$ cat config.mk
export PLATFORM = sky130hd
export DESIGN_NAME = seq_alu
export DESIGN_NICKNAME = d
export VERILOG_FILES = /design/src/rtl/alu_pkg.sv /design/src/rtl/seq_alu_shift_step.sv /design/src/rtl/seq_alu.sv
export SDC_FILE = /design/constraint.sdc
export NUM_CORES = 1
export LEC_CHECK = 0
export BUFFER_PORTS_ARGS = -buffer_cell sky130_fd_sc_hd__buf_4
export CAP_MARGIN = 30
export CORE_MARGIN = 2
export CORE_UTILIZATION = 36
export CTS_CLUSTER_DIAMETER = 40
export DETAILED_ROUTE_END_ITERATION = 8
export GPL_TIMING_DRIVEN = 0
export PLACE_DENSITY = 0.52
export SLEW_MARGIN = 10
export SYNTH_ARGS = -nofsm -noshare
export SYNTH_HDL_FRONTEND = slang
export SYNTH_SLANG_ARGS = --single-unit
$ cat constraint.sdc
create_clock -name clk -period 6 [get_ports clk]
set_input_delay 1.5 -clock clk [delete_from_list [all_inputs] [get_ports clk]]
set_output_delay 1.5 -clock clk [all_outputs]
set_load 0.005 [all_outputs]
$ cat src/rtl/alu_pkg.sv
// -----------------------------------------------------------------------------
// alu_pkg
// Shared definitions for the execute-stage ALU and the ALU control decoder:
//   - 4-bit sel operation codes (ALU_ADD .. ALU_SLTU)
//   - FSM state encoding used by seq_alu
//   - is_shift(): true for the three shift opcodes
//   - is_legal(): true for every assigned opcode
// Both the ALU and its control decoder import this package so the opcode
// encoding lives in exactly one place.
// -----------------------------------------------------------------------------
package alu_pkg;

  localparam logic [3:0] ALU_ADD  = 4'b0000;
  localparam logic [3:0] ALU_SUB  = 4'b0001;
  localparam logic [3:0] ALU_OR   = 4'b0100;
  localparam logic [3:0] ALU_AND  = 4'b0101;
  localparam logic [3:0] ALU_XOR  = 4'b0111;
  localparam logic [3:0] ALU_SLL  = 4'b1000;
  localparam logic [3:0] ALU_SRL  = 4'b1001;
  localparam logic [3:0] ALU_SRA  = 4'b1010;
  localparam logic [3:0] ALU_SLT  = 4'b1101;
  localparam logic [3:0] ALU_SLTU = 4'b1111;

  typedef enum logic [1:0] {
    ST_IDLE  = 2'd0,
    ST_SHIFT = 2'd1,
    ST_DONE  = 2'd2
  } alu_state_t;

  function automatic logic is_shift(input logic [3:0] sel);
    return (sel == ALU_SLL) || (sel == ALU_SRL) || (sel == ALU_SRA);
  endfunction

  function automatic logic is_legal(input logic [3:0] sel);
    return (sel == ALU_ADD) || (sel == ALU_SUB) || (sel == ALU_OR)  ||
           (sel == ALU_AND) || (sel == ALU_XOR) || is_shift(sel)    ||
           (sel == ALU_SLT) || (sel == ALU_SLTU);
  endfunction

endpackage

$ cat src/rtl/seq_alu_shift_step.sv
// -----------------------------------------------------------------------------
// seq_alu_shift_step
// One-bit shift step used by the iterative shifter of seq_alu.
// Ports:
//   i_data [WIDTH-1:0] : value to shift
//   i_sel  [3:0]       : ALU_SLL / ALU_SRL / ALU_SRA (anything else passes through)
//   o_data [WIDTH-1:0] : value shifted by one bit position
// -----------------------------------------------------------------------------
module seq_alu_shift_step
  import alu_pkg::*;
#(
  parameter int WIDTH = 32
) (
  input  logic [WIDTH-1:0] i_data,
  input  logic [3:0]       i_sel,
  output logic [WIDTH-1:0] o_data
);

  always_comb begin
    o_data = i_data;
    case (i_sel)
      ALU_SLL: o_data = {i_data[WIDTH-2:0], 1'b0};
      ALU_SRL: o_data = {1'b0, i_data[WIDTH-1:1]};
      // arithmetic right shift: the sign bit is copied into the vacated MSB
      ALU_SRA: o_data = {i_data[WIDTH-1], i_data[WIDTH-1:1]};
      default: o_data = i_data;
    endcase
  end

endmodule

$ cat src/rtl/seq_alu.sv
// -----------------------------------------------------------------------------
// seq_alu
// Multi-cycle integer ALU for the RV32I execute stage. Operands and the 4-bit
// sel code arrive over a valid/ready handshake; result and flags leave over a
// second valid/ready handshake. Logic/arithmetic ops take one cycle; shifts
// iterate one bit per cycle unless the barrel shifter is compiled in.
//
// Build option:
//   SEQ_ALU_FAST_SHIFT_EN : when defined, shifts use a single-cycle barrel
//                           shifter; the SHIFT state and counter are not built.
//
// Ports:
//   clk, rst_n           : clock, asynchronous active-low reset
//   in_valid / in_ready  : input handshake (in_ready depends on out_ready)
//   sel [3:0]            : operation code (see alu_pkg)
//   a, b [WIDTH-1:0]     : operands, shift amount is b[SHW-1:0]
//   out_valid / out_ready: output handshake
//   result [WIDTH-1:0]   : operation result
//   zf, cf, vf, sf       : zero, carry, overflow, sign flags
//   illegal              : sel was an unassigned code
// -----------------------------------------------------------------------------
module seq_alu
  import alu_pkg::*;
#(
  parameter  int WIDTH = 32,
  localparam int SHW   = $clog2(WIDTH)
) (
  input  logic             clk,
  input  logic             rst_n,
  input  logic             in_valid,
  output logic             in_ready,
  input  logic [3:0]       sel,
  input  logic [WIDTH-1:0] a,
  input  logic [WIDTH-1:0] b,
  output logic             out_valid,
  input  logic             out_ready,
  output logic [WIDTH-1:0] result,
  output logic             zf,
  output logic             cf,
  output logic             vf,
  output logic             sf,
  output logic             illegal
);

  alu_state_t       r_state;
  alu_state_t       w_state_next;

  logic [WIDTH-1:0] r_result;
  logic             r_zf;
  logic             r_cf;
  logic             r_vf;
  logic             r_sf;
  logic             r_illegal;

  logic             w_accept;
  logic             w_go_shift;
  logic [SHW-1:0]   w_shamt;

  // single-cycle datapath
  logic             w_is_sub;
  logic [WIDTH-1:0] w_b_op;
  logic [WIDTH:0]   w_sum;
  logic             w_add_vf;
  logic             w_slt;
  logic             w_sltu;
  logic [WIDTH-1:0] w_shift_res;
  logic [WIDTH-1:0] w_res;
  logic             w_cf;
  logic             w_vf;
  logic             w_ill;

  assign w_shamt  = b[SHW-1:0];
  assign w_accept = in_valid && in_ready;

  // sub reuses the adder as a + ~b + 1, so cf=1 means "no borrow"
  assign w_is_sub = (sel == ALU_SUB);
  assign w_b_op   = w_is_sub ? ~b : b;
  assign w_sum    = {1'b0, a} + {1'b0, w_b_op} + {{WIDTH{1'b0}}, w_is_sub};
  // overflow: both adder inputs share a sign that differs from the sum's sign
  assign w_add_vf = (a[WIDTH-1] == w_b_op[WIDTH-1]) && (w_sum[WIDTH-1] != a[WIDTH-1]);
  assign w_slt    = ($signed(a) < $signed(b));
  assign w_sltu   = (a < b);

`ifdef SEQ_ALU_FAST_SHIFT_EN
  // barrel shifter: every shift completes in the accept cycle
  always_comb begin
    w_shift_res = a;
    case (sel)
      ALU_SLL: w_shift_res = a << w_shamt;
      ALU_SRL: w_shift_res = a >> w_shamt;
      ALU_SRA: w_shift_res = WIDTH'($signed(a) >>> w_shamt);
      default: w_shift_res = a;
    endcase
  end

  assign w_go_shift = 1'b0;
`else
  // iterative shifter: the single-cycle path only handles shamt==0 (result=a);
  // everything else runs through the SHIFT state below
  logic [SHW-1:0]   r_cnt;
  logic [3:0]       r_sel;
  logic [WIDTH-1:0] w_step;

  assign w_shift_res = a;
  assign w_go_shift  = is_shift(sel) && (w_shamt != '0);

  seq_alu_shift_step #(
    .WIDTH (WIDTH)
  ) u_shift_step (
    .i_data (r_result),
    .i_sel  (r_sel),
    .o_data (w_step)
  );
`endif

  always_comb begin
    w_res = '0;
    w_cf  = 1'b0;
    w_vf  = 1'b0;
    w_ill = 1'b0;
    case (sel)
      ALU_ADD, ALU_SUB: begin
        w_res = w_sum[WIDTH-1:0];
        w_cf  = w_sum[WIDTH];
        w_vf  = w_add_vf;
      end
      ALU_OR:   w_res = a | b;
      ALU_AND:  w_res = a & b;
      ALU_XOR:  w_res = a ^ b;
      ALU_SLL, ALU_SRL, ALU_SRA: w_res = w_shift_res;
      ALU_SLT:  w_res = {{(WIDTH-1){1'b0}}, w_slt};
      ALU_SLTU: w_res = {{(WIDTH-1){1'b0}}, w_sltu};
      default: begin
        w_res = '0;
        w_ill = 1'b1;
      end
    endcase
  end

  // ---------------------------------------------------------------------------
  // FSM
  // ---------------------------------------------------------------------------
  always_ff @(posedge clk or negedge rst_n) begin
    if (!rst_n) begin
      r_state <= ST_IDLE;
    end else begin
      r_state <= w_state_next;
    end
  end

  always_comb begin
    w_state_next = r_state;
    in_ready     = 1'b0;
    out_valid    = 1'b0;
    case (r_state)
      ST_IDLE: begin
        in_ready = 1'b1;
        if (in_valid) begin
          w_state_next = w_go_shift ? ST_SHIFT : ST_DONE;
        end
      end
      ST_DONE: begin
        out_valid = 1'b1;
        // a completing output transfer frees the unit in the same cycle
        in_ready  = out_ready;
        if (out_ready) begin
          if (in_valid) begin
            w_state_next = w_go_shift ? ST_SHIFT : ST_DONE;
          end else begin
            w_state_next = ST_IDLE;
          end
        end
      end
`ifndef SEQ_ALU_FAST_SHIFT_EN
      ST_SHIFT: begin
        if (r_cnt == SHW'(1)) begin
          w_state_next = ST_DONE;
        end
      end
`endif
      default: w_state_next = ST_IDLE;
    endcase
  end

  // ---------------------------------------------------------------------------
  // Result / flag registers. Only written on accept or while shifting, so they
  // stay frozen in DONE until the consumer takes them.
  // ---------------------------------------------------------------------------
  always_ff @(posedge clk or negedge rst_n) begin
    if (!rst_n) begin
      r_result  <= '0;
      r_zf      <= 1'b0;
      r_cf      <= 1'b0;
      r_vf      <= 1'b0;
      r_sf      <= 1'b0;
      r_illegal <= 1'b0;
    end else if (w_accept && !w_go_shift) begin
      r_result  <= w_res;
      r_zf      <= (w_res == '0);
      r_cf      <= w_cf;
      r_vf      <= w_vf;
      r_sf      <= w_res[WIDTH-1];
      r_illegal <= w_ill;
    end
`ifndef SEQ_ALU_FAST_SHIFT_EN
    else if (w_accept) begin
      // start of an iterative shift: the result register becomes the shifter
      r_result  <= a;
      r_zf      <= 1'b0;
      r_cf      <= 1'b0;
      r_vf      <= 1'b0;
      r_sf      <= 1'b0;
      r_illegal <= 1'b0;
    end else if (r_state == ST_SHIFT) begin
      // flags track the running value; they are final on the last step
      r_result  <= w_step;
      r_zf      <= (w_step == '0);
      r_sf      <= w_step[WIDTH-1];
    end
`endif
  end

`ifndef SEQ_ALU_FAST_SHIFT_EN
  always_ff @(posedge clk or negedge rst_n) begin
    if (!rst_n) begin
      r_cnt <= '0;
      r_sel <= ALU_ADD;
    end else if (w_accept && w_go_shift) begin
      r_cnt <= w_shamt;
      r_sel <= sel;
    end else if (r_state == ST_SHIFT) begin
      r_cnt <= r_cnt - SHW'(1);
    end
  end
`endif

  assign result  = r_result;
  assign zf      = r_zf;
  assign cf      = r_cf;
  assign vf      = r_vf;
  assign sf      = r_sf;
  assign illegal = r_illegal;

endmodule

* Word-level counts from Yosys, hierarchy flattened *
Index checks and enable logic that the tools add are counted.
W data, S select, Z words.

word-level totals
  bits in registers = 48
  input bits = 72
  output and inout port bits = 39
  word-level logic and storage cells = 87

cells by class
  add/subtract/negate cells = 3
  $lt $le $gt $ge = 2
  equality and inequality tests = 20
  muxes and demuxes = 29
  bitwise gates (word level) = 4
  reduce and logical (&&, ||, !) cells = 20

operator list
  kind                   number
  $pmux W32 S7           1
  $mux W32               4
  $pmux W32 S3           1
  $logic_not A32 Y1      2
  $lt A32 B32 Y1         2
  $add A32 B32 Y33       1
  $add A33 B1 Y33        1
  $and A32 B32 Y32       1
  $eq A4 B4 Y1 const B   8
  $not A32 Y32           1
  $or A32 B32 Y32        1
  $xor A32 B32 Y32       1
  $mux W1                14
  $eq A4 B3 Y1 const B   3
  $mux W2                5
  $mux W5                2
  $reduce_or A10 Y1      1
  $ne A2 B2 Y1 const B   3
  $pmux W2 S3            1
  $eq A5 B1 Y1 const B   1
  $logic_and A1 B1 Y1    5
  $reduce_bool A5 Y1     1
  $sub A5 B1 Y5 const B  1
  $eq A4 B1 Y1 const B   1
  other kinds (14)       16

* Depth between registers and ports, before layout *
Gate-level depths: netlist of run 1.

  depth in word-level cells = 8
  gate-level depth with buffers = 18
  depth with buffers taken out = 15

* Cells and area by module *
A second synthesis of run 1 with hierarchy kept.

unflattened totals
  cells, all modules = 994
  area, all modules = 7993.9 sq um

by module, submodules not included
  module              times used  cells an instance  area an instance (sq um)  sequential area each (sq um)
  seq_alu             1           912                7362.1                    1201.2
  seq_alu_shift_step  1           82                 631.9                     0.0

* Worst setup path after synthesis of run 1 *
No wires, ideal clock.

  path type = input port to flip-flop
  start = input sel[1]
  end = register r_zf (netlist: zf)
  setup time = 0.076 ns
  arrival = 5.320 ns
  required time = 5.924 ns
  slack = 0.604 ns
  cell stages on the path = 17
  path buffers = 3
  cell sequence = buf_6 > or4b_4 > buf_6 > clkbuf_1 > xnor2_1 > ha_1 > a21o_1 > a31oi_1 > o211a_1 > a2111oi_0 > a311oi_1 > o21ba_2 > xnor2_1 > a211o_1 > a2111oi_2 > nand2_1 > o21ai_1

on the way
  longest elaborated chain between the ends = 7
  elaborated cells on any way between the ends = 24
  classes of those cells = 2 x add/sub; 9 x eq/ne; 3 x mux; 10 x reduce/logical

RTL lines
  element                                                          line                                          RTL
  from (decl)                                                      seq_alu.sv:32                                 input logic [3:0] sel,
  $eq A4 B1 Y1 / $eq A4 B4 Y1 (equally long branches)              seq_alu.sv:76, seq_alu.sv:121, alu_pkg.sv:31
  $mux W32 / $logic_or A1 B1 Y1 (equally long branches)            seq_alu.sv:77, alu_pkg.sv:31
  $add A32 B32 Y33 / $logic_or A1 B1 Y1 (equally long branches)    seq_alu.sv:78, alu_pkg.sv:31
  $add A33 B1 Y33 / $logic_and A1 B1 Y1 (equally long branches)    seq_alu.sv:78, seq_alu.sv:105
  $pmux W32 S7 / $logic_not A1 Y1 (equally long branches)          seq_alu.sv:121, seq_alu.sv:197
  $logic_not A32 Y1 / $logic_and A1 B1 Y1 (equally long branches)  seq_alu.sv:199, seq_alu.sv:197
  $mux W1 / $reduce_bool A3 Y1 (equally long branches)             --
  to (signal assigned)                                             seq_alu.sv:199                                r_zf <= (w_res == '0);
  to (signal assigned)                                             seq_alu.sv:217                                r_zf <= (w_step == '0);
  to (decl)                                                        seq_alu.sv:49                                 logic r_zf;

Parallel ways exist; a longest one is shown, timed or not.
A chain may end at the register's enable or synchronous reset.

* Final worst setup path of run 1 *
  start = input sel[3]
  end = register r_zf (netlist: zf)

The elaborated chain is that of the path after synthesis.

==> results.md, run 1 <==
* Clock Tree Buf Depth at 2
* Mapped Nets at 1,228
* Area Growth Syn to Fin at 17.76%
* Antenna viol nets, final at 0
* Outcome: finished clean
* Clock root cell: clkbuf_16
* Vias in the first global route at approximately 7,700
* Final instance area at 9225 sq um
* Final Max Slew Viols at 0
* Total wire length at 28.45 mm
* Busiest grt layer: met2
* CP endpoint kind: flip-flop
* Avg Cell Area, Syn at 7.695 sq um
* Data required, critical path at 6.22 ns
* # rows at 53
* Power Total at around 2000 uW
* Total core area at approximately 21,000 sq um
* Fillers at 2,240
* DR vias at 8,155
* Netlist cell types at 75
* WP data arrival at 6.00 ns
* Rel. slew slack at 42.56%
* Clk_skew at 0.004861 ns
* Tot GR Track Use at 24.57%
* Routability cong. at 0.9114
* Min Tclk post-route at 5.775 ns
* Met3 usage at 2.964%
* Crit share post-route at 96.26%
* Final #Nets at approximately 1,300
* Ports at 111
* DIE HEIGHT at roughly 150 um
* CTS tree: built
* I/O Buffers at 109
* Pre-Repair DR Iteration Count at 8
* Hold_ws at between 0.4 and 0.5 ns
* Grt total ovfl at 0
* Mapped Cells at between 1,000 and 1,500
* Pleak at ~0.0042 uW
* Die Width at 151.5 um
* Initial antenna violation count at 0
* Max rail drop VDD at 125.5 uV
* R2R depth at 11
* Hold_buf cts at 0
* Hold wc startpoint: cf$_DFFE_PN0P_
* FF-to-FF Start: r_sel[2]$_DFFE_PN0P_
* Synthesized flop and latch total at 48
* Yosys warning count at 0
* Final setup fails at 0
* CTS buffer count at 5
* Pin count of the biggest net entering global routing at between 40 and 50
* Clk slew on worst S/H paths at around 0.060 ns
* Antenna cells at 0
* Drt drc at 0
* Initial Util at a little under two fifths
* Die Area at 22,960 sq um
* Clock latency on the worst-skew pair at 0.29 ns
* Post-CTS setup buffers at 0
* Unrepaired setup endpoints after global routing: no
* Sequential fraction of the synthesis area at 15.33%
* Final worst slack at 0.2245 ns
* Seq. cell area at around 1200 sq um
* Synth top area cells: ha_1, dfrtp_1, xnor2_1
* Netlist Area Pre-Place at 7834 sq um
* Max_cap viols at 0
* Actual slew at the worst max-slew pin at 0.8537 ns
* Initial DRC count at 870
* DP Area at 9024 sq um
* M2 GR Usage at 38.39%
* Setup WS pre-CTS at -0.4788 ns
* Setup Total Neg Slack at 0 ns
* CP Launch Type: input pin
* Post-synth EDFFs at 0
* CP Class: input pin to flip-flop
* F_max at 173.1 MHz
* Clk sinks at 48
* Final Hold Viols at 0
* FFs w/ async S/R, synth at 100.0%
* H-tree level count at 2
* WHS Path Cells at 2
* CP Max Fanout at 8
* DR WL/cell at 20.15 um
* DR vias/cell at slightly below 6
* R2R Setup Slk at 2.94 ns
* Area of the multi-input gates at around 6100 sq um
* Layout cells sized above 1 at 12.66%
* Worst Hold Class: flip-flop to flip-flop
* Hold EP: cf$_DFFE_PN0P_
* First-pass GRT wire length at ~44 mm
* Cell taking the most area after synthesis: ha_1
* GR Layer Usage met1 at 35.99%
* Power Dens Cells at 218.9 nW/um^2
* Final HPWL DP at approximately 23 mm
* R2R Path End: zf$_DFFE_PN0P_
* Main synth FF type: dfrtp_1
* Yosys top cell area share at 21.88%
==> critical path: stages <==
cell	delay, ns
buf_4	0.14
or4b_4	0.51
buf_6	0.15
clkbuf_1	0.25
buf_6	0.24
xnor2_1	0.13
ha_1	0.26
clkbuf_1	0.21
nand2_1	0.14
a211oi_1	0.07
or3_1	0.39
a221oi_1	0.48
mux2i_1	0.38
o31ai_1	0.12
nor4_1	0.25
nand4_1	0.16
nor4_1	0.37
nand2_1	0.11
o21ai_1	0.14
==> synthesized netlist by cell type (8+ instances only) <==
library cell  instances
ha_1                137
nand2_1              93
inv_1                86
a21oi_1              70
o21ai_0              69
nor2_1               65
clkbuf_1             57
dfrtp_1              48
xnor2_1              47
a222oi_1             38
nand4_1              28
a21o_1               22
o211ai_1             19
nor3_1               17
a221oi_1             16
a211oi_1             14
nand3_1              13
nor2b_1              11
nor4_1               10
o21a_1               10
or3_1                 9
a221o_1               8
a31oi_1               8
o31ai_1               8
==> layout by cell type (no fill, tap or decap), types with 7 or more instances in the layout <==
cell type / n
a222oi_1: 38
ha_1: 137
nor3_1: 17
nand3_1: 13
o21bai_1: 7
buf_4: 109
nor4_1: 10
xnor2_1: 47
a211oi_1: 13
a221oi_1: 13
or3_1: 9
nor2b_1: 11
a221o_1: 8
a21o_1: 22
clkbuf_1: 58
inv_1: 86
nand2_1: 93
nand4_1: 28
nor2_1: 65
a21oi_1: 70
o211ai_1: 19
dfrtp_1: 48
a31oi_1: 8
mux2i_1: 7
o21a_1: 10
or4_1: 7
o21ai_0: 69
o31ai_1: 8
==> metal layers <==
layer  share of wire [%]  routed length, um  up-vias
li1                    -                  -     4022
met1                  48              13780     3801
met2                  43              12250      305
met3                 6.7               1896       27
met4                 1.9                527        0
met5                   0                  0        -
==> state kept, by name (all words and copies together) (netlist names) <==
register  cells
zf            1
vf            1
r_cnt         5
r_sel         4
r_state       2
illegal       1
sf            1
cf            1
result       32
==> stage by stage <==
step / util, % / instances
floorplan: - / 1018
global placement: 42.39 / 1402
detailed placement: 42.52 / 1405
CTS: 43.27 / 1413
global route: 43.47 / 1412
finish: 43.47 / 1412
==> layout make-up <==
class	instances	share of cell area [%]
multi-input cells	821	66.31
well taps	275	3.730
plain buffers	62	2.685
clock buffers	8	1.587
inverters	86	3.499
repair buffers	112	9.169
flip-flops and latches	48	13.02
==> worst max-delay path by stage <==
stage	startpoint	endpoint	slack [ns]	depth (start not counted)
2_1_floorplan	sel[1]	zf$_DFFE_PN0P_	0.60	17
3_3_place_gp	sel[1]	zf$_DFFE_PN0P_	-0.70	17
3_5_place_dp	sel[1]	zf$_DFFE_PN0P_	-0.48	18
4_1_cts	sel[1]	zf$_DFFE_PN0P_	0.03	18
5_1_grt	sel[1]	zf$_DFFE_PN0P_	0.05	19
6_report	sel[3]	zf$_DFFE_PN0P_	0.22	19
==> power by group <==
group	leakage, uW	total, uW	internal (uW)	switching [uW]
sequential	0.000605	561	418	142
clock	0.0000712	289	167	122
combinational	0.00354	1170	497	673
total	0.00422	2020	1080	938
==> cell families after synthesis <==
group | count (synthesis) | synth area share (%)
AOI/OAI and AO/OA | 342 | 30.76
and+or+nand+nor | 281 | 17.55
buffers and inverters | 149 | 7.331
adders and majority gates | 138 | 22.14
xor gates and xnor gates | 51 | 5.702
DFF | 48 | 15.33
muxes | 9 | 1.182
==> what timing repair did <==
item                                    4_1_cts  5_1_grt
gates resized for setup                       2        7
endpoints found under the setup margin        1        1
endpoints found under the hold margin         0        0
No activity file was read; power rests on OpenSTA's default activity.
==> inputs of run 2 (changes only) <==
ABC_AREA = 1   (was default)
==> results.md, run 2 <==
* CP Class: input pin to flip-flop (unchanged)
* Worst Hold Class: flip-flop to flip-flop (unchanged)
* Min Tclk post-route at 5.022 ns (was 5.775 ns)
* Max rail drop VDD at 171.2 uV (was 125.5 uV)
* Post-CTS sizing at 0 (was 2)
* Net load switching power at 1466 uW (was 937.7 uW)
* Actual slew at the worst max-slew pin at 0.9769 ns (was 0.8537 ns)
* Switch share at 51.28% (was 46.43%)
* Largest register FFs at 32 (unchanged)
* Layout cells sized above 1 at 10.46% (was 12.66%)
* GR Layer Usage met1 at 37.60% (was 35.99%)
* Busiest grt layer: met2 (unchanged)
* I/O Buffers at 110 (was 109)
* Vias in the first global route at 8,972 (was 7,707)
* Most frequent cell after synthesis: nand2_1 (was ha_1)
* Pleak at 0.005432 uW (was 0.004216 uW)
* Synthesized flop and latch total at 48 (unchanged)
* Drt drc at 0 (unchanged)
* Final HPWL DP at 28.75 mm (was 23.03 mm)
* Yosys top cell area share at 19.73% (was 21.88%)
* FFs w/ async S/R, synth at 100.0% (unchanged)
* Initial Util at 36.79% (was 36.92%)
* Cell taking the most area after synthesis: ha_1 (unchanged)
* Max_cap viols at 0 (unchanged)
* Final Hold Viols at 0 (unchanged)
* Synth top area cells: ha_1, dfrtp_1, nand2_1 (was ha_1, dfrtp_1, xnor2_1)
* Hold_buf cts at 0 (unchanged)
* Post-synth EDFFs at 0 (unchanged)
* Routability cong. at 0.9337 (was 0.9114)
* First-pass GRT wire length at 51.72 mm (was 43.68 mm)
* Sequential fraction of the synthesis area at 13.83% (was 15.33%)
* Slowest Stage Delay on Critical Path at 0.75 ns (was 0.51 ns)
* CP endpoint kind: flip-flop (unchanged)
* Avg Cell Area, Syn at 6.152 sq um (was 7.695 sq um)
* WP data arrival at 5.25 ns (was 6.00 ns)
* Met3 usage at 1.459% (was 2.964%)
* CP Buf/Inv Count at 4 (was 5)
* CP Max Fanout at 10 (was 8)
* Main synth FF type: dfrtp_1 (unchanged)
* Grt total ovfl at 0 (unchanged)
* Clock Power Share at 11.4% (was 14.3%)
* Crit path top cell by count: nand2_1
* Initial DRC count at 692 (was 870)
* Crit share post-route at 83.69% (was 96.26%)
* DR vias/cell at 5.195 (was 5.775)
* Most frequent cells in the layout: nand2_1, inv_1, nor2_1 (was ha_1, buf_4, nand2_1)
* Most common library cells after synthesis: nand2_1, inv_1, nor2_1, ha_1, a21oi_1 (was ha_1, nand2_1, inv_1, a21oi_1, o21ai_0)
* Most common cell after layout, fill and taps aside: nand2_1 (was ha_1)
* Mapped Cells at 1,412 (was 1,018)
* Post-CTS setup buffers at 0 (unchanged)
* CP Launch Type: input pin (unchanged)
* Clk slew on worst S/H paths at 0.07 ns (was 0.06 ns)
* Clk sinks at 48 (unchanged)
* Gate power share at 66.5% (was 57.9%)
* DR WL/cell at 18.42 um (was 20.15 um)
* Worst path slowest cell: buf_1 (was or4b_4)
* Netlist cell types at 43 (was 75)
* Final setup fails at 0 (unchanged)
* Ports at 111 (unchanged)
* Total wire length at 34.06 mm (was 28.45 mm)
* Tot GR Track Use at 26.08% (was 24.57%)
* Area Growth Syn to Fin at 15.99% (was 17.76%)
* CTS buffer count at 5 (unchanged)
* DR vias at 9,606 (was 8,155)
* H-tree level count at 2 (unchanged)
* Setup Total Neg Slack at 0 ns (unchanged)
* Unrepaired setup endpoints after global routing: no (unchanged)
* Mapped Nets at 1,622 (was 1,228)
* Yosys warning count at 0 (unchanged)
* Crit-path cells: buf_4 > inv_1 > nor2_2 > nand2_1 > buf_1 > xor2_1 > inv_1 > ha_1 > nand3_1 > nand2_1 > nand2_1 > nand2_1 > nand2_1 > nand2_1 > nand3_1 > nand2_1 > nand2_1 > nand3_1 > nand2_1 > nand3b_1 > nor2_1 > nand3_1 > a21oi_1 (was buf_4 > or4b_4 > buf_6 > clkbuf_1 > buf_6 > xnor2_1 > ha_1 > clkbuf_1 > nand2_1 > a211oi_1 > or3_1 > a221oi_1 > mux2i_1 > o31ai_1 > nor4_1 > nand4_1 > nor4_1 > nand2_1 > o21ai_1)
* Pin count of the biggest net entering global routing at 49 (unchanged)
* Power Total at 2859 uW (was 2020 uW)
* Outcome: finished clean (unchanged)
* Die Area at 25,390 sq um (was 22,960 sq um)
* DIE HEIGHT at 159.3 um (was 151.5 um)
* Clock Tree Buf Depth at 2 (unchanged)
* Netlist Area Pre-Place at 8687 sq um (was 7834 sq um)
* Clock latency on the worst-skew pair at 0.30 ns (was 0.29 ns)
* Crit-path leading delay family: simple AND/OR/NAND/NOR gates (unchanged)
* Die Width at 159.3 um (was 151.5 um)
* Power share of the sequential group at 22.1% (was 27.8%)
* Antenna cells at 0 (unchanged)
* Clk_skew at 0.008458 ns (was 0.004861 ns)
* Pint at 1393 uW (was 1082 uW)
* Rel. slew slack at 34.88% (was 42.56%)
* Antenna viol nets, final at 0 (unchanged)
* Clock root cell: clkbuf_16 (unchanged)
* Pre-Repair DR Iteration Count at 7 (was 8)
* Final #Nets at 1,739 (was 1,346)
* # rows at 56 (was 53)
* Power Dens Cells at 283.8 nW/um^2 (was 218.9 nW/um^2)
* Data required, critical path at 6.23 ns (was 6.22 ns)
* Total core area at 23,610 sq um (was 21,220 sq um)
* CTS tree: built (unchanged)
* Final Max Slew Viols at 0 (unchanged)
* R2R Setup Slk at 3.33 ns (was 2.94 ns)
* F_max at 199.1 MHz (was 173.1 MHz)
* Initial antenna violation count at 0 (unchanged)
* M2 GR Usage at 43.22% (was 38.39%)
==> run 2: logic make-up after synthesis <==
| group | after synthesis | share of synthesized area (%) |
|---|---|---|
| adders and majority gates | 138 | 19.96 |
| buffers and inverters | 304 | 13.77 |
| and+or+nand+nor | 590 | 28.76 |
| xor gates and xnor gates | 33 | 3.327 |
| AOI/OAI and AO/OA | 299 | 20.35 |
| DFF | 48 | 13.83 |
==> run 2: routing by layer <==
metal	vias up	wire length [um]
met5	-	0
met4	0	595
met3	29	1728
met2	292	15240
met1	4401	16500
li1	4884	-
==> run 2: power by group through the flow <==
stage	logic, uW	registers [uW]	clock network [uW]
finish	1900	632	325
global route	2110	654	338
CTS	1880	628	326
detailed placement	1870	634	0
global placement	1870	637	0
floorplan	1200	598	0
==> run 2: metrics by stage <==
stage	utilization, %	worst slack, ns	cells	hold slack (ns)	instance area, sq um
2_1_floorplan	-	1.879	1412	0.4225	8687
3_3_place_gp	41.98	0.6674	1841	0.4403	9912
3_5_place_dp	41.98	0.7188	1841	0.4420	9912
4_1_cts	42.67	1.007	1849	0.4590	10080
5_1_grt	42.67	0.6733	1849	0.4890	10080
6_report	42.67	0.9784	1849	0.4539	10080
==> run 2: area by class of cell <==
cell class	instances	area [sq um]
repair buffers	110	825.8
clock buffers	6	128.9
plain buffers	40	205.2
flip-flops and latches	48	1201
inverters	264	991.0
clock inverters	2	35.03
fillers	2591	13540
multi-input cells	1060	6290
well taps	319	399.1
==> run 2: worst paths after layout <==
path                                       from                      to  cells past startpoint
max in group asynchronous                 rst_n  result[29]$_DFFE_PN0P_                      1
min in group asynchronous                 rst_n  r_state[1]$_DFFE_PN0P_                      1
max reg2reg                r_sel[2]$_DFFE_PN0P_          zf$_DFFE_PN0P_                     12
min                        r_sel[3]$_DFFE_PN0P_    r_sel[3]$_DFFE_PN0P_                      2
min reg2reg                r_sel[3]$_DFFE_PN0P_    r_sel[3]$_DFFE_PN0P_                      2
max                                      sel[0]          zf$_DFFE_PN0P_                     23
==> run 2: worst reg2reg max path, cell delays in order (launching register included) <==
cell and delay, ns:
dfrtp_1 0.38, nor2_1 0.24, nand2_1 0.24, inv_2 0.25, buf_4 0.22, nor2_1 0.05, a221oi_1 0.42, nand4_1 0.14
nor3_1 0.27, nand4_1 0.14, nand2_1 0.09, inv_1 0.05, a21oi_1 0.13
==> inputs of run 3 (changes only) <==
clock period = 5.1 ns   (was 6 ns; I/O delays follow)
==> results.md, run 3 (same netlist as run 2, synthesis figures left out) <==
* Tot GR Track Use at 26.08% (unchanged)
* R2R Setup Slk at 2.43 ns (was 3.33 ns)
* WHS Path Cells at 2 (unchanged)
* Crit share post-route at approximately 93%
* Busiest grt layer: met2 (unchanged)
* DR WL/cell at 18.42 um (about the same)
* Final Max Slew Viols at 0 (unchanged)
* DR vias/cell at 5.192 (was 5.195)
* Clock Tree Buf Depth at 2 (unchanged)
* R2R Path End: zf$_DFFE_PN0P_ (unchanged)
* Pin count of the biggest net entering global routing at 49 (unchanged)
* Initial DRC count at 692 (unchanged)
* CP Max Fanout at 10 (unchanged)
* DIE HEIGHT at 159.3 um (unchanged)
* Ports at 111 (unchanged)
* Pint at 1639 uW (was 1393 uW)
* Largest register FFs at 32 (unchanged)
* M2 GR Usage at 43.22% (unchanged)
* Most frequent cells in the layout: nand2_1, inv_1, nor2_1 (unchanged)
* Final setup fails at 0 (unchanged)
* Total wire length at 34.05 mm (was 34.06 mm)
* Power share of the sequential group at 22.1% (about the same)
* Actual slew at the worst max-slew pin at 0.9198 ns (was 0.9769 ns)
* Crit-path leading delay family: simple AND/OR/NAND/NOR gates (unchanged)
* Layout cells sized above 1 at 10.52% (was 10.46%)
* Gate power share at 66.5% (about the same)
* Switch share at 51.28% (about the same)
* CP Launch Type: input pin (unchanged)
* Slowest Stage Delay on Critical Path at 0.72 ns (was 0.75 ns)
* WP data arrival at 4.99 ns (was 5.25 ns)
* Post-CTS setup buffers at 0 (unchanged)
* Final Hold Viols at 0 (unchanged)
* Worst path depth at 24 (was 23)
* Clock latency on the worst-skew pair at 0.30 ns (about the same)
* DR vias at 9,600 (was 9,606)
* Final std cells w/o fill at 1,849 (unchanged)
* CP endpoint kind: flip-flop (unchanged)
* Final core occ at 42.68% (was 42.67%)
* FF-to-FF Start: r_sel[2]$_DFFE_PN0P_ (unchanged)
* Fillers at 2,590 (was 2,591)
* Initial Util at 36.79% (unchanged)
* Unrepaired setup endpoints after global routing: no (unchanged)
* Clock root cell: clkbuf_16 (unchanged)
* Crit-path cells: buf_4 > inv_1 > nor2_2 > nand2_1 > buf_1 > xor2_1 > inv_1 > ha_1 > nand2_1 > nand2_1 > inv_1 > nand2_1 > nand2_1 > nand2_1 > or2_2 > nand3_1 > nand2_1 > nor2_1 > nand3_1 > nor2_1 > nand4_1 > nor2_1 > nand3_1 > a21oi_1 (was buf_4 > inv_1 > nor2_2 > nand2_1 > buf_1 > xor2_1 > inv_1 > ha_1 > nand3_1 > nand2_1 > nand2_1 > nand2_1 > nand2_1 > nand2_1 > nand3_1 > nand2_1 > nand2_1 > nand3_1 > nand2_1 > nand3b_1 > nor2_1 > nand3_1 > a21oi_1)
* Power Dens Cells at 333.8 nW/um^2 (was 283.8 nW/um^2)
* Die Width at 159.3 um (unchanged)
* Drt drc at 0 (unchanged)
* H-tree level count at 2 (unchanged)
* Final #Nets at 1,739 (unchanged)
* Rel. slew slack at 38.21% (was 34.88%)
* Worst Hold Class: flip-flop to flip-flop (unchanged)
* R2R depth at 12 (unchanged)
* Pre-Repair DR Iteration Count at 7 (unchanged)
* F_max at between 200 and 250 MHz
* Worst path slowest cell: buf_1 (unchanged)
* Max_cap viols at 0 (unchanged)
* CTS tree: built (unchanged)
* Area Growth Syn to Fin at 16.00% (was 15.99%)
* Initial antenna violation count at 0 (unchanged)
* GR Layer Usage met1 at 37.60% (unchanged)
* Clk slew on worst S/H paths at 0.07 ns (about the same)
* Data required, critical path at 5.33 ns (was 6.23 ns)
* Antenna cells at 0 (unchanged)
* Outcome: finished clean (unchanged)
* I/O Buffers at 110 (unchanged)
* Crit path top cell by count: nand2_1 (unchanged)
* Max rail drop VDD at 201.4 uV (was 171.2 uV)
* DP Cell Count at 1,841 (unchanged)
* Routability cong. at 0.9337 (unchanged)
* Clk sinks at 48 (unchanged)
* Final HPWL DP at 28.75 mm (unchanged)
* Total core area at 23,610 sq um (unchanged)
* Met3 usage at 1.459% (unchanged)
* Net load switching power at 1725 uW (was 1466 uW)
* Antenna viol nets, final at 0 (unchanged)
* Clock Power Share at 11.4% (about the same)
* CTS buffer count at 5 (unchanged)
* Hold EP: r_sel[3]$_DFFE_PN0P_ (unchanged)
* Die Area at 25,390 sq um (unchanged)
* Pleak at 0.005435 uW (was 0.005432 uW)
* Grt total ovfl at 0 (unchanged)
* First-pass GRT wire length at 51.72 mm (unchanged)
* Hold wc startpoint: r_sel[3]$_DFFE_PN0P_ (unchanged)
* Vias in the first global route at 8,972 (unchanged)
* CP Class: input pin to flip-flop (unchanged)
* CP Buf/Inv Count at 5 (was 4)
* # rows at 56 (unchanged)
* Most common cell after layout, fill and taps aside: nand2_1 (unchanged)
* Clk_skew at 0.008458 ns (unchanged)
* Min Tclk post-route at 4.760 ns
[run 3: layout make-up]
| class | instances | area (sq um) | share of cell area, % |
|---|---|---|---|
| Clock buffer | 6 | 128.9 | 1.279 |
| Multi-Input combinational cell | 1060 | 6290 | 62.42 |
| Buffer | 40 | 206.4 | 2.049 |
| Timing Repair Buffer | 110 | 825.8 | 8.195 |
| Clock inverter | 2 | 35.03 | 0.3477 |
| Tap cell | 319 | 399.1 | 3.961 |
| Inverter | 264 | 991.0 | 9.834 |
| Sequential cell | 48 | 1201 | 11.92 |
[run 3: what timing repair did]
item                       4_1_cts  5_1_grt
gates resized for setup          0        2
hold buffers                     0        0
setup endpoints to repair        0        1
[run 3: power groups by stage]
stage	clock, uW	sequential [uW]	combinational [uW]
global placement	0	749	2200
detailed placement	0	746	2200
floorplan	0	704	1410
global route	398	769	2480
finish	382	744	2240
CTS	383	739	2220
[run 3: worst max path at each step]
| stage | start | to | slack, ns |
|---|---|---|---|
| finish | sel[0] | zf$_DFFE_PN0P_ | 0.34 |
| floorplan | sel[0] | zf$_DFFE_PN0P_ | 1.20 |
| global placement | sel[0] | zf$_DFFE_PN0P_ | -0.008 |
| global route | sel[0] | zf$_DFFE_PN0P_ | 0.009 |
| detailed placement | sel[0] | zf$_DFFE_PN0P_ | 0.04 |
| CTS | sel[0] | zf$_DFFE_PN0P_ | 0.33 |
[run 3: worst reg2reg max path, delay by kind of cell, from the launching register on]
family	cells	cell delay, ns
and+or+nand+nor	7	1.17
DFF	1	0.38
buffers and inverters	3	0.52
AOI/OAI and AO/OA	2	0.55
[run 3: per-stage QoR]
stage / hold WS (ns) / area (sq um) / setup TNS (ns) / total power, uW / setup slack [ns]
finish: 0.4539 / 10080 / 0 / 3364 / 0.3397
global route: 0.4890 / 10080 / 0 / 3650 / 0.008663
CTS: 0.4590 / 10080 / 0 / 3340 / 0.3323
detailed placement: 0.4420 / 9912 / 0 / 2949 / 0.04380
global placement: 0.4403 / 9912 / -0.007588 / 2947 / -0.007588
floorplan: 0.4225 / 8687 / 0 / 2111 / 1.204
[run 3: per-layer routing]
| layer | vias up | wire length, um |
|---|---|---|
| met1 | 4395 | 16480 |
| met2 | 292 | 15230 |
| li1 | 4884 | - |
| met4 | 0 | 595 |
| met3 | 29 | 1737 |
| met5 | - | 0 |
